[src/rtl/mul_sequencer_if.sv]
// ---------------------------------------------------------------------------
// mul_sequencer_if
// Bundles the EX-stage request side and the writeback result side of the
// multi-cycle MUL sequencer.
//   master : pipeline side (drives start/operands/flush/ack, sees results)
//   slave  : sequencer side (sees requests, drives stall/busy/results)
// Signals:
//   start, op_a, op_b, dest_in   - MUL launch request and operands
//   flush                        - branch-taken cancel
//   result_ack                   - writeback consumed the result
//   stall                        - combinational front-end freeze
//   busy, result, result_valid,
//   result_dest, cycle_count     - registered status and result
// ---------------------------------------------------------------------------
interface mul_sequencer_if #(
    parameter int unsigned WIDTH = 64,
    parameter int unsigned CNT_W = 7
);
    logic             start;
    logic [WIDTH-1:0] op_a;
    logic [WIDTH-1:0] op_b;
    logic [4:0]       dest_in;
    logic             flush;
    logic             result_ack;
    logic             stall;
    logic             busy;
    logic [WIDTH-1:0] result;
    logic             result_valid;
    logic [4:0]       result_dest;
    logic [CNT_W-1:0] cycle_count;

    modport master (
        output start, op_a, op_b, dest_in, flush, result_ack,
        input  stall, busy, result, result_valid, result_dest, cycle_count
    );

    modport slave (
        input  start, op_a, op_b, dest_in, flush, result_ack,
        output stall, busy, result, result_valid, result_dest, cycle_count
    );
endinterface

[src/rtl/mul_sequencer.sv]
// ---------------------------------------------------------------------------
// mul_sequencer
// Shift-add multiplier controller for the LEGv8 MUL instruction. Latches the
// operands on start, retires one multiplier bit per cycle and stops as soon
// as no set multiplier bits remain. The low WIDTH bits of the product are
// held for writeback until acknowledged; a flush aborts without touching the
// previously published result.
// Ports:
//   clk    - rising-edge clock
//   reset  - synchronous, active-high
//   bus    - mul_sequencer_if slave modport (request, stall, result)
// ---------------------------------------------------------------------------
module mul_sequencer #(
    parameter int unsigned WIDTH = 64,
    parameter int unsigned CNT_W = 7
) (
    input  logic           clk,
    input  logic           reset,
    mul_sequencer_if.slave bus
);

    typedef enum logic [1:0] {
        IDLE = 2'd0,
        BUSY = 2'd1,
        DONE = 2'd2
    } state_t;

    state_t           state;
    logic [WIDTH-1:0] a_q;      // multiplicand, shifted left each step
    logic [WIDTH-1:0] b_q;      // multiplier, shifted right each step
    logic [WIDTH-1:0] acc_q;    // running partial product
    logic [4:0]       dest_q;
    logic [CNT_W-1:0] cnt_q;

    logic [WIDTH-1:0] acc_sum;
    logic [WIDTH-1:0] b_shift;
    logic [CNT_W-1:0] cnt_inc;

    // One shift-add step; carry out of the top bit is dropped (truncated product).
    assign acc_sum = b_q[0] ? (acc_q + a_q) : acc_q;
    assign b_shift = b_q >> 1;
    assign cnt_inc = cnt_q + CNT_W'(1);

    // Front-end freeze: raised in the launch cycle, held through BUSY and DONE.
    assign bus.stall = bus.start | bus.busy;

    // Control FSM with datapath and registered outputs.
    always_ff @(posedge clk) begin
        if (reset) begin
            state            <= IDLE;
            a_q              <= '0;
            b_q              <= '0;
            acc_q            <= '0;
            dest_q           <= '0;
            cnt_q            <= '0;
            bus.busy         <= 1'b0;
            bus.result_valid <= 1'b0;
            bus.result       <= '0;
            bus.result_dest  <= '0;
            bus.cycle_count  <= '0;
        end else begin
            case (state)
                IDLE: begin
                    // Flush in the same cycle cancels the launch.
                    if (bus.start && !bus.flush) begin
                        a_q      <= bus.op_a;
                        b_q      <= bus.op_b;
                        acc_q    <= '0;
                        dest_q   <= bus.dest_in;
                        cnt_q    <= '0;
                        bus.busy <= 1'b1;
                        state    <= BUSY;
                    end
                end

                BUSY: begin
                    if (bus.flush) begin
                        bus.busy <= 1'b0;
                        state    <= IDLE;
                    end else begin
                        acc_q <= acc_sum;
                        a_q   <= a_q << 1;
                        b_q   <= b_shift;
                        cnt_q <= cnt_inc;
                        // Early-out: nothing left to add once the multiplier is exhausted.
                        if (b_shift == '0) begin
                            bus.result       <= acc_sum;
                            bus.result_dest  <= dest_q;
                            bus.cycle_count  <= cnt_inc;
                            bus.result_valid <= 1'b1;
                            state            <= DONE;
                        end
                    end
                end

                DONE: begin
                    if (bus.flush || bus.result_ack) begin
                        bus.busy         <= 1'b0;
                        bus.result_valid <= 1'b0;
                        state            <= IDLE;
                    end
                end

                default: begin
                    bus.busy         <= 1'b0;
                    bus.result_valid <= 1'b0;
                    state            <= IDLE;
                end
            endcase
        end
    end

endmodule

[src/flat_wrapper.sv]
// flat-port wrapper written by rule: the top's interface ports become plain ports
module mul_sequencer_flat 
#(
    parameter int unsigned WIDTH = 64,
    parameter int unsigned CNT_W = 7
)
  (clk, reset, bus_start, bus_op_a, bus_op_b, bus_dest_in, bus_flush, bus_result_ack, bus_stall, bus_busy, bus_result, bus_result_valid, bus_result_dest, bus_cycle_count);
  mul_sequencer_if #(.WIDTH(WIDTH), .CNT_W(CNT_W)) bus_i ();
  input  logic clk;
  input  logic reset;
  input wire logic [$bits(bus_i.start)-1:0] bus_start;
  input wire logic [$bits(bus_i.op_a)-1:0] bus_op_a;
  input wire logic [$bits(bus_i.op_b)-1:0] bus_op_b;
  input wire logic [$bits(bus_i.dest_in)-1:0] bus_dest_in;
  input wire logic [$bits(bus_i.flush)-1:0] bus_flush;
  input wire logic [$bits(bus_i.result_ack)-1:0] bus_result_ack;
  output wire logic [$bits(bus_i.stall)-1:0] bus_stall;
  output wire logic [$bits(bus_i.busy)-1:0] bus_busy;
  output wire logic [$bits(bus_i.result)-1:0] bus_result;
  output wire logic [$bits(bus_i.result_valid)-1:0] bus_result_valid;
  output wire logic [$bits(bus_i.result_dest)-1:0] bus_result_dest;
  output wire logic [$bits(bus_i.cycle_count)-1:0] bus_cycle_count;
  assign bus_i.start = bus_start;
  assign bus_i.op_a = bus_op_a;
  assign bus_i.op_b = bus_op_b;
  assign bus_i.dest_in = bus_dest_in;
  assign bus_i.flush = bus_flush;
  assign bus_i.result_ack = bus_result_ack;
  assign bus_stall = bus_i.stall;
  assign bus_busy = bus_i.busy;
  assign bus_result = bus_i.result;
  assign bus_result_valid = bus_i.result_valid;
  assign bus_result_dest = bus_i.result_dest;
  assign bus_cycle_count = bus_i.cycle_count;
  mul_sequencer #(.WIDTH(WIDTH), .CNT_W(CNT_W)) u_core (.clk(clk), .reset(reset), .bus(bus_i));
endmodule
[config.mk]
export PLATFORM = sky130hd
export DESIGN_NAME = mul_sequencer_flat
export DESIGN_NICKNAME = d
export VERILOG_FILES = /design/src/rtl/mul_sequencer_if.sv /design/src/rtl/mul_sequencer.sv /design/src/flat_wrapper.sv
export SDC_FILE = /design/constraint.sdc
export NUM_CORES = 1
export LEC_CHECK = 0
export CORE_ASPECT_RATIO = 1.75
export CORE_MARGIN = 1.5
export CORE_UTILIZATION = 55
export DETAILED_ROUTE_END_ITERATION = 8
export DONT_BUFFER_PORTS = 1
export PLACE_DENSITY_LB_ADDON = 0.15
export SYNTH_ARGS = -nofsm -noshare
export SYNTH_HDL_FRONTEND = slang
export SYNTH_SLANG_ARGS = --single-unit
[constraint.sdc]
create_clock -name clk -period 2.5 [get_ports clk]
set_input_delay 0.5 -clock clk [delete_from_list [all_inputs] [get_ports clk]]
set_output_delay 0.5 -clock clk [all_outputs]
set_load 0.02 [all_outputs]
* Word-level counts from Yosys, hierarchy flattened *
Index checks and enable logic that the tools add are counted.

word-level totals
  flip-flop bits (word level) = 284
  bits of input ports = 138
  output and inout bits = 79

operators by class
  $add $sub $neg = 2
  equal/unequal tests = 8
  mux-type cells = 25
  bitwise gates (word level) = 3
  reductions and logical operators = 12

operators with widths
  cell                 number
  $mux 64              7
  $pmux 64 s2          3
  $add 64x64->64       1
  $logic_not 64->1     1
  $mux 7               2
  $pmux 7 s2           1
  $reduce_and 3->1     4
  $mux 2               4
  $add 7x1->7 const B  1
  $ne 2x1->1 const B   3
  $pmux 1 s3           2
  $pmux 2 s3           1
  $mux 1               5
  $ne 2x2->1 const B   2
  $reduce_and 4->1     1
  $ne 3x2->1 const B   1
  $eq 2x1->1 const B   1
  $eq 2x2->1 const B   1
  $logic_not 2->1      1
  $not 1->1            2
  $reduce_and 2->1     1
  $reduce_bool 2->1    1
  $logic_and 1x1->1    1
  $logic_not 1->1      1
  other kinds (2)      2

* Longest topological paths before layout *
Gate-level depths: netlist of run 1.

  word-level depth = 4
  depth in mapped cells = 12
  gate-level depth less buffers = 12

* Worst setup path after synthesis of run 1 *
OpenSTA, ideal clock, no wires.

  path kind = register to register
  start = register u_core.acc_q[0]
  end = register u_core.bus.result[56]
  library setup time = 0.103 ns
  arrival time = 2.623 ns
  required time = 2.397 ns
  path slack = -0.227 ns
  stages on the path, launching flop included = 13
  period minus slack after synthesis = 2.727 ns
  cells stage by stage = dfxtp_1 -> ha_1 -> inv_1 -> fa_1 -> nand2b_1 -> a21o_1 -> a211oi_2 -> o21ai_2 -> a211oi_2 -> o21ai_2 -> o31ai_4 -> xnor2_1 -> a2111oi_2

on the way
  cells in the longest elaborated chain, start to end = 2

RTL lines
  item                    RTL line                source
  start, declared         mul_sequencer.sv:31     logic [WIDTH-1:0] acc_q;
  start signal, assigned  mul_sequencer.sv:81     acc_q <= acc_sum;
  $add 64x64->64          mul_sequencer.sv:40     assign acc_sum = b_q[0] ? (acc_q + a_q) : acc_q;
  $mux 64                 mul_sequencer.sv:40
  end signal, assigned    mul_sequencer.sv:87     bus.result <= acc_sum;
  end, declared           mul_sequencer_if.sv:39  output stall, busy, result, result_valid, result_dest, cycle_count

No other way between the ends.
A chain may end at the register's enable or synchronous reset.

* Worst setup path in the final report of run 1 *
  start = register u_core.acc_q[0]
  end = register u_core.bus.result[50]

Same word-level chain as after synthesis.

==> impl_metrics.csv, run 1 <==
group,metric,value,unit
route,first_pass_iters,5,
sta,clock.fmax,345,MHz
synth,syn_area_cell,7.64,um^2
global_route,grt_antenna_before_repair,0,
floorplan,floorplan.initialDensity,0.557,
critical_path,worst-endpoint-arrival,3370,ps
synth,ys_dominant_reg_cell,"sky130_fd_sc_hd__dfxtp_1",
critical_path,end_kind,"register",
placement,gp_routability_congestion,0.972,
status,result_of_the_run,"finished, violations left",
synth,unique_cell_type_count_in_the_yosys_netlist,76,
route,detailroute.via_count,16600,
global_route,first_global_vias,16700,
synth,synth_top_cells_by_area,"sky130_fd_sc_hd__dfxtp_1 (37%), sky130_fd_sc_hd__nand2_1 (9.9%), sky130_fd_sc_hd__a311oi_1 (7.3%)",
floorplan,io_pins,217,
cts,cts_max_level,1,
finish,proportion_of_layout_cells_with_a_drive_suffix_above_1,0.316,
synth,synth-warning-count,0,
route,post_drt_wl_per_cell,20.9,um
placement,port_buffers,0,
critical_path,critPathMaxFanout,4,
power,p_leak,8.48,nW
synth,synth_area,15500,um^2
finish,nNetsFinal,2516,
global_route,globalRouteOverflowTotal,0,
cts,cts.clk_slew.worst_paths,60,ps
synth,post-synth-top-count-cell,"sky130_fd_sc_hd__nand2_1",
critical_path,slowest_delay,350,ps
synth,ys_top_cells_by_count,"sky130_fd_sc_hd__nand2_1 (411), sky130_fd_sc_hd__nor2_1 (294), sky130_fd_sc_hd__dfxtp_1 (284)",
sta,finalWorstSetupSlack,-402,ps
placement,place_ws,-462,ps
finish,synthToLayoutAreaGrowth,37.6,%
cts,number_of_buffers_inserted_during_clock_tree_synthesis,28,
cts,cts-root-to-sink-buffers,3,
cts,clock_insertion_delay_worst_skew,580,ps
critical_path,critPathSlowestCell,"sky130_fd_sc_hd__dfxtp_2",
cts,tritoncts,"done",
finish,finish.cell_count_without_fillers,2705,
hold_path,holdCritPathClass,"input port to register",
finish,postLayoutCoreUtil,0.766,
placement,post_dp_hpwl,38600,um
global_route,grt_max_degree,244,
cts,clock_tree.root_cell,"sky130_fd_sc_hd__clkbuf_16",
route,antenna_violating_nets_post_route,0,
power,vdd_drop_max,0.580,mV
sta,rsz0062_at_grt,"yes",
sta,timing.final.hold_violations,3,
global_route,grt_usage,0.372,
route,via_per_inst,6.14,
synth,synth_net_count,2234,
synth,post_synth_edffs,0,
sta,min_period,2900,ps
synth,synth_top_area_frac,0.367,
route,wl,56600,um
floorplan,dieWidth,130,um
critical_path,critPathKind,"register to register",
sta,timing.max_slew.rel_slack,0.420,
critical_path,cp.buffers_inverters,1,
synth,netlist_instances,2031,
synth,async_s_r_ff_share_synth,0,
sta,hold-worst-slack,-7.66,ps
finish,diodes,0,
sta,final.period_utilization,1.16,
sta,skew,15.9,ps
floorplan,fp-row-count,81,
critical_path,setup.worst_path.start_class,"register",
run,cap_violations,0,
route,drcViolationCount,0,
floorplan,core_region_area,27900,um^2
route,drt_iter0_drc,952,
global_route,grt_pass1_wl,85400,um
placement,number_of_instances_in_the_placed_design,2617,
floorplan,height_of_the_die,225,um
power,power_per_cell_area,517,nW/um^2
sta,transition_at_the_pin_with_the_smallest_max_transition_slack,869,ps
sta,setup-tns-final,-11020,ps
cts,cts.sinks,284,
sta,timing.final.max_slew_violations,0,
synth,synth-seq-cells,284,
critical_path,timing.critical_path.max_delay_family,"compound AO/OA/AOI/OAI gates",
critical_path,path_cells,"ha_4, inv_2, fa_2, nand2b_4, a21o_4, a211o_1, o211ai_1, a31oi_2, o21bai_1, xor2_1, mux2i_1, a211oi_1",
critical_path,worst_ep_required_time,2970,ps
sta,setup_viol,63,
synth,post-synth-top-area-cell,"sky130_fd_sc_hd__dfxtp_1",
status,failed_checks,"hold timing, setup timing",
floorplan,die_area,29300,um^2
synth,synth_sequential_area_ratio,0.367,
## layout by cell type (no fill, tap or decap), drive strengths merged, types with 18 or more instances in the layout
master / n
dfxtp: 284
inv: 24
ha: 64
clkbuf: 39
nand4: 26
a21oi: 154
xor2: 26
xnor2: 37
nor2: 294
nor3: 31
mux2i: 21
nand2: 411
a311oi: 130
o21ai: 88
a22oi: 28
nand3: 18
a21o: 25
a211oi: 38
nor4: 19
buf: 401
## stage by stage
step	power, mW	area [um^2]
2_1_floorplan	5.86	15600
3_3_place_gp	6.39	18300
3_5_place_dp	6.43	18300
4_1_cts	11.0	20700
5_1_grt	11.4	21300
6_report	11.0	21300
## worst register-to-register path: cells and delay by family (launching register included)
kind                       cells  cell delay (ps)
buffers and inverters          1               30
adders and majority gates      2              470
DFF                            1              350
AOI/OAI and AO/OA              6             1470
xor gates and xnor gates       1              210
muxes                          1              110
and+or+nand+nor                1              150
## sequential cells by signal (all words and copies together), names as in the netlist
register	flops
u_core.a_q	64
u_core.acc_q	64
u_core.b_q	64
u_core.bus.result	64
u_core.bus.cycle_count	7
u_core.cnt_q	7
u_core.bus.result_dest	5
u_core.dest_q	5
u_core.state	2
u_core.bus.busy	1
u_core.bus.result_valid	1
## worst paths after layout
path                          from                     to  slack, ps  cells past startpoint
setup / recovery   u_core.acc_q[0]  u_core.bus.result[50]       -400                     12
hold / removal               reset  u_core.bus.result[38]         -8                      1
setup reg to reg   u_core.acc_q[0]  u_core.bus.result[50]       -400                     12
hold reg to reg   u_core.dest_q[0]       u_core.dest_q[0]        460                      2
## layout make-up
class                           instances  area [um^2]
Tap cell                              373          467
Fill cell                            2075         6520
Clock inverter                         10          141
Clock buffer                           39          812
Inverter                               24         90.1
Sequential cell                       284         5740
Timing Repair Buffer                  404         3260
Multi-Input combinational cell       1571        10800
## cells by family after synthesis
family	count (synthesis)	synth area share
AND/OR/NAND/NOR	845	0.226
XOR/XNOR	63	0.0356
multiplexers	29	0.0194
adder cells (fa/ha/maj)	65	0.0529
flip-flops	284	0.367
AO/OA/AOI/OAI	569	0.255
buffers and inverters	176	0.0451
## metal layers
layer | global-route usage | vias up | wire length [um]
li1 | - | 7812 | -
met1 | 0.371 | 7997 | 19900
met2 | 0.682 | 585 | 29400
met3 | 0.0674 | 227 | 3190
met4 | 0.254 | 0 | 4120
met5 | 0 | - | 0
## what timing repair did
action / CTS / global route
setup endpoints to repair: 94 / 101
setup buffers: 35 / 12
hold buffers: 2 / 1
gates cloned: 0 / 0
gates resized for setup: 243 / 122
endpoints found under the hold margin: 8 / 6
pin swaps: 102 / 88
## where the power goes
| group | total [mW] | leakage [nW] | switching (mW) | internal (mW) |
|---|---|---|---|---|
| clock network | 4.44 | 0.465 | 1.88 | 2.56 |
| registers | 4.92 | 2.33 | 0.195 | 4.72 |
| logic | 1.67 | 5.69 | 0.907 | 0.763 |
Power figures use the tool's default switching activity.
==> run 2: changes to the inputs <==
--- a/config.mk
+++ b/config.mk
@@ -5,12 +5,12 @@
 export SDC_FILE = /design/constraint.sdc
 export NUM_CORES = 1
 export LEC_CHECK = 0
-export CORE_ASPECT_RATIO = 1.75
 export CORE_MARGIN = 1.5
 export CORE_UTILIZATION = 55
 export DETAILED_ROUTE_END_ITERATION = 8
 export DONT_BUFFER_PORTS = 1
 export PLACE_DENSITY_LB_ADDON = 0.15
+export SLEW_MARGIN = 20
 export SYNTH_ARGS = -nofsm -noshare
 export SYNTH_HDL_FRONTEND = slang
 export SYNTH_SLANG_ARGS = --single-unit
==> run 2 against run 1 <==
Effect of this change: the flow finishes with violations (setup timing); utilization grew 0.75 points; die area shrank 0.13%; combinational power is essentially flat; total power grew 3.3%; design area grew 0.66%; via count grew 0.81%; global-route usage shrank 3.2 points; non-clock buffer count shrank 7; sequential power is essentially flat; critical path depth grew 1; clock-buffer cell count grew 6; hold slack gained 12 ps; critical path type unchanged; largest cell class unchanged; largest power group unchanged.
==> impl_metrics.csv, run 2 (synthesis gave the netlist of run 1 again) <==
group,metric,value,unit
critical_path,slowest_delay,350,ps
critical_path,r2r_slack,-380,ps
run,cap_violations,0,
status,failed_checks,"setup timing",
placement,post_dp_hpwl,34900,um
sta,finalWorstSetupSlack,-383,ps
route,via_per_inst,6.19,
route,antenna_violating_nets_post_route,0,
sta,clock.fmax,347,MHz
cts,cts-root-to-sink-buffers,3,
status,result_of_the_run,"finished, violations left",
placement,port_buffers,0,
critical_path,path_cells,"ha_4, inv_2, fa_2, nand2b_4, a21o_4, a211oi_4, o21ai_2, buf_6, a21oi_4, o21ai_4, o31ai_4, xnor2_2, a2111oi_2",
sta,timing.final.max_slew_violations,0,
sta,rsz0062_at_grt,"yes",
route,wl,53900,um
hold_path,holdCritPathClass,"input port to register",
cts,number_of_buffers_inserted_during_clock_tree_synthesis,30,
cts,clock_insertion_delay_worst_skew,590,ps
power,combPwrFrac,0.148,
cts,clock_tree.root_cell,"sky130_fd_sc_hd__clkbuf_16",
critical_path,setup.worst_path.start_class,"register",
floorplan,core_region_area,27800,um^2
cts,cts.clk_slew.worst_paths,70,ps
floorplan,floorplan.initialDensity,0.558,
finish,synthToLayoutAreaGrowth,38.5,%
floorplan,dieWidth,171,um
sta,final.period_utilization,1.15,
global_route,grt_max_degree,195,
cts,tritoncts,"done",
critical_path,critPathKind,"register to register",
route,drt_iter0_drc,1351,
placement,gp_routability_congestion,0.969,
sta,setup_viol,82,
route,first_pass_iters,5,
route,post_drt_wl_per_cell,19.9,um
global_route,grt_pass1_wl,79700,um
sta,timing.final.hold_violations,0,
sta,transition_at_the_pin_with_the_smallest_max_transition_slack,764,ps
power,internal-power,8.33,mW
global_route,grt_antenna_before_repair,0,
finish,final_cell_mix,"sky130_fd_sc_hd__nand2_1 (396), sky130_fd_sc_hd__buf_4 (339), sky130_fd_sc_hd__nor2_1 (284)",
critical_path,critPathSlowestCell,"sky130_fd_sc_hd__dfxtp_2",
power,power_per_cell_area,530,nW/um^2
power,share_seq_of_total_power,0.430,
floorplan,height_of_the_die,171,um
critical_path,critPathMaxFanout,3,
finish,diodes,0,
global_route,grt_usage,0.339,
sta,min_period,2880,ps
finish,proportion_of_layout_cells_with_a_drive_suffix_above_1,0.308,
critical_path,end_kind,"register",
floorplan,fp-row-count,61,
sta,skew,17.1,ps
power,vdd_drop_max,0.565,mV
placement,place_ws,-467,ps
global_route,first_global_vias,15600,
cts,cts_max_level,1,
critical_path,worst_ep_required_time,2980,ps
critical_path,worst-endpoint-arrival,3360,ps
finish,postLayoutCoreUtil,0.773,
power,netSwitchingFraction,0.269,
sta,timing.max_slew.rel_slack,0.489,
finish,layout.cells.most_common,"sky130_fd_sc_hd__nand2_1",
power,clockPowerShare,0.422,
route,drcViolationCount,0,
route,detailroute.via_count,16800,
power,p_leak,8.51,nW
global_route,globalRouteOverflowTotal,0,
floorplan,die_area,29200,um^2
power,switching_power,3.06,mW
cts,cts.sinks,284,
finish,nNetsFinal,2511,
floorplan,io_pins,217,
==> run 2: cell types whose count changed in the layout (fill, tap and decap cells not counted), sizes merged <==
| cell | change |
|---|---|
| buf | -9 |
| clkbuf | +6 |
| clkinv | -1 |
| clkinvlp | -1 |
| inv | +2 |
| dlygate4sd3 | +2 |
==> run 2: critical path: cells and delay by family, from the launching register on <==
kind | cells | cell delay (ps)
AO/OA/AOI/OAI | 7 | 1500
adder cells (fa/ha/maj) | 2 | 480
flip-flops | 1 | 350
buffers and inverters | 2 | 180
AND/OR/NAND/NOR | 1 | 150
XOR/XNOR | 1 | 100
==> run 2: repair_timing <==
item                                    CTS  global route
hold buffers                              5             1
hold endpoints to repair                 43             2
gates resized for setup                 186           183
endpoints found under the setup margin   89           110
pin swaps                                78            99
setup buffers                            34            35
==> run 2: path summary, 6_finish.rpt <==
kind                    start                        end  cells past startpoint
max reg2reg   u_core.acc_q[0]      u_core.bus.result[48]                     13
min reg2reg  u_core.dest_q[3]  u_core.bus.result_dest[3]                      2
min                     reset           u_core.acc_q[19]                      1
max           u_core.acc_q[0]      u_core.bus.result[48]                     13
==> run 2: area by class of cell <==
cell class,instances,area [um^2]
multi-input cells,1571,10800
clock inverters,10,160
repair buffers,397,3330
clock buffers,45,917
fillers,1947,6290
inverters,24,90.1
well taps,378,473
flip-flops and latches,284,5740
==> run 2: through the flow <==
step	power (mW)	TNS, ps	cells	area (um^2)	hold slack [ps]
6_report	11.4	-16110	2709	21500	4.70
4_1_cts	11.3	-11000	2683	20500	0.215
3_3_place_gp	6.35	-13680	2595	18200	431
5_1_grt	11.7	-23730	2709	21500	7.00
3_5_place_dp	6.40	-17150	2595	18200	442
2_1_floorplan	5.86	-589	2031	15600	432
==> run 2: layer usage <==
layer  track usage  share of wire
met2         0.575           0.47
met1         0.423           0.41
met3        0.0601          0.073
met5             0              0
met4         0.148          0.046
==> run 2: power by group through the flow <==
stage	clock [mW]	sequential [mW]	combinational [mW]
floorplan	0	4.93	0.937
global placement	0	4.97	1.39
detailed placement	0	4.97	1.42
CTS	4.83	4.89	1.56
global route	5.00	4.92	1.82
finish	4.81	4.90	1.68
==> run 3: changes to the inputs <==
--- a/config.mk
+++ b/config.mk
@@ -9,7 +9,9 @@
 export CORE_UTILIZATION = 55
 export DETAILED_ROUTE_END_ITERATION = 8
 export DONT_BUFFER_PORTS = 1
+export HOLD_SLACK_MARGIN = 0.05
 export PLACE_DENSITY_LB_ADDON = 0.15
+export REMOVE_ABC_BUFFERS = 1
 export SLEW_MARGIN = 20
 export SYNTH_ARGS = -nofsm -noshare
 export SYNTH_HDL_FRONTEND = slang
==> run 3 against run 2 <==
Effect of this change: the run still ends with setup timing left; clock power fell by 7.9%; register-to-register slack is essentially flat; combinational power is 2% lower; total power down 3.7%; cell count is 0.89% lower; sequential share of layout area grew 0.13 points; utilization decreased by 0.49 points; via count down 2.4%; clock skew up 6.7 ps; clock-buffer cell count fell by 2; critical path type unchanged; largest cell class unchanged.
==> impl_metrics.csv, run 3 (synthesis gave the netlist of run 1 again) <==
group,metric,value,unit
global_route,first_global_vias,15300,
route,post_drt_wl_per_cell,19.7,um
sta,setup_viol,87,
placement,gp_routability_congestion,0.969,
power,clockPowerShare,0.404,
route,antenna_violating_nets_post_route,0,
floorplan,core_region_area,27800,um^2
power,switching_power,2.94,mW
hold_path,cell_depth_of_the_worst_hold_path,2,
cts,cts_max_level,1,
run,cap_violations,0,
finish,layout.cells.most_common,"sky130_fd_sc_hd__nand2_1",
critical_path,critPathKind,"register to register",
global_route,grt_antenna_before_repair,1,
hold_path,min_to,"u_core.dest_q[4]",
power,internal-power,8.03,mW
status,result_of_the_run,"finished, violations left",
cts,number_of_buffers_inserted_during_clock_tree_synthesis,29,
floorplan,floorplan.initialDensity,0.558,
route,drcViolationCount,0,
placement,dpl-instance-area,18000,um^2
global_route,grt_pass1_wl,78700,um
route,wl,52800,um
power,power_per_cell_area,514,nW/um^2
finish,nNetsFinal,2486,
power,netSwitchingFraction,0.268,
floorplan,io_pins,217,
critical_path,worst-endpoint-arrival,3330,ps
hold_path,holdCritPathClass,"input port to register",
placement,post_dp_hpwl,34300,um
critical_path,worst-r2r-cell-count,12,
cts,clock_tree.root_cell,"sky130_fd_sc_hd__clkbuf_16",
sta,final.period_utilization,1.16,
finish,proportion_of_layout_cells_with_a_drive_suffix_above_1,0.305,
cts,cts-root-to-sink-buffers,3,
sta,timing.final.hold_violations,0,
sta,timing.final.max_slew_violations,0,
global_route,grt_max_degree,187,
sta,setup-tns-final,-15650,ps
critical_path,r2r_slack,-390,ps
power,share_seq_of_total_power,0.447,
cts,clock_insertion_delay_worst_skew,570,ps
critical_path,setup.worst_path.start_class,"register",
finish,final_cell_mix,"sky130_fd_sc_hd__nand2_1 (396), sky130_fd_sc_hd__buf_4 (319), sky130_fd_sc_hd__nor2_1 (283)",
critical_path,critPathMaxFanout,3,
power,combPwrFrac,0.149,
power,vdd_drop_max,0.572,mV
critical_path,critical_path.reg2reg.endpoint,"u_core.bus.result[56]",
finish,synthToLayoutAreaGrowth,37.7,%
floorplan,height_of_the_die,171,um
route,drt_iter0_drc,1358,
global_route,grt_usage,0.335,
cts,cts.clk_slew.worst_paths,60,ps
critical_path,worst_ep_required_time,2930,ps
sta,timing.max_slew.rel_slack,0.534,
critical_path,end_kind,"register",
status,failed_checks,"setup timing",
global_route,globalRouteOverflowTotal,0,
placement,port_buffers,0,
sta,skew,23.8,ps
route,detailroute.via_count,16400,
sta,rsz0062_at_grt,"yes",
floorplan,fp-row-count,61,
route,first_pass_iters,5,
power,fin_total_pwr,11.0,mW
finish,postLayoutCoreUtil,0.769,
route,via_per_inst,6.09,
critical_path,r2r-start,"u_core.a_q[0]",
cts,tritoncts,"done",
hold_path,hold_path_startpoint,"bus_dest_in[4]",
sta,clock.fmax,346,MHz
sta,transition_at_the_pin_with_the_smallest_max_transition_slack,699,ps
floorplan,dieWidth,171,um
cts,cts.sinks,284,
sta,finalWorstSetupSlack,-394,ps
sta,min_period,2890,ps
power,p_leak,8.47,nW
finish,final_cell_area,21400,um^2
floorplan,die_area,29200,um^2
==> run 3: cell types whose count changed in the layout (fill, tap and decap cells not counted), sizes merged <==
cell	before	now
clkbuf	45	43
inv	26	25
diode	0	1
dlygate4sd3	5	2
buf	392	371
clkinv	4	8
bufinv	3	2
clkinvlp	1	0
==> run 3: layout make-up <==
| cell class | instances | area, um^2 |
|---|---|---|
| antenna | 1 | 2.50 |
| timing repair buffer | 373 | 3110 |
| fill | 2013 | 6430 |
| multi-input combinational | 1571 | 11000 |
| inverter | 24 | 90.1 |
| tap | 378 | 473 |
| clock buffer | 43 | 858 |
| clock inverter | 11 | 109 |
| sequential | 284 | 5730 |
==> run 3: critical path, cell delays in order, from the launching register on <==
cell and delay [ps]:
sky130_fd_sc_hd__dfxtp_2 360, sky130_fd_sc_hd__ha_4 140, sky130_fd_sc_hd__inv_2 40, sky130_fd_sc_hd__fa_2 330, sky130_fd_sc_hd__nand2b_4 150, sky130_fd_sc_hd__a21o_1 190, sky130_fd_sc_hd__a211oi_2 250, sky130_fd_sc_hd__o21ai_2 130
sky130_fd_sc_hd__a211oi_4 360, sky130_fd_sc_hd__o21ai_4 150, sky130_fd_sc_hd__o31ai_4 230, sky130_fd_sc_hd__xnor2_2 100, sky130_fd_sc_hd__a2111oi_2 330
==> run 3: worst max-delay path by stage <==
| stage | startpoint | slack (ps) | end |
|---|---|---|---|
| 2_1_floorplan | u_core.state[0] | -8910 | u_core.cnt_q[5] |
| 3_3_place_gp | u_core.acc_q[0] | -470 | u_core.acc_q[58] |
| 3_5_place_dp | u_core.a_q[0] | -530 | u_core.bus.result[58] |
| 4_1_cts | u_core.a_q[0] | -380 | u_core.bus.result[56] |
| 5_1_grt | u_core.acc_q[0] | -500 | u_core.bus.result[48] |
| 6_report | u_core.a_q[0] | -390 | u_core.bus.result[56] |
==> run 3: through the flow <==
step           hold slack (ps)  instances  setup WS, ps
5_1_grt                   52.4       2685          -497
4_1_cts                   57.7       2665          -380
3_5_place_dp               445       2587          -534
6_report                  69.5       2685          -394
2_1_floorplan              426       1879         -8910
3_3_place_gp               436       2587          -470
==> run 3: power by group through the flow <==
stage	Sequential, mW	Combinational, mW	Clock, mW
2_1_floorplan	4.95	0.886	0
4_1_cts	4.89	1.51	4.47
3_3_place_gp	4.96	1.35	0
6_report	4.90	1.64	4.43
3_5_place_dp	4.97	1.38	0
5_1_grt	4.92	1.78	4.66
==> run 3: per-layer routing <==
metal,global-route usage,vias to the layer above,routed length (um)
met5,0,-,0
met4,0.119,0,1750
met3,0.0761,123,4240
met2,0.560,603,24900
met1,0.423,7847,22000
li1,-,7778,-
==> run 3: timing repair <==
action / in CTS / in global routing
endpoints found under the hold margin: 65 / 1
pin swaps: 97 / 97
hold buffers: 2 / 1
resized for setup: 228 / 186
endpoints found under the setup margin: 90 / 103
cloned: 0 / 0
setup buffers: 26 / 24
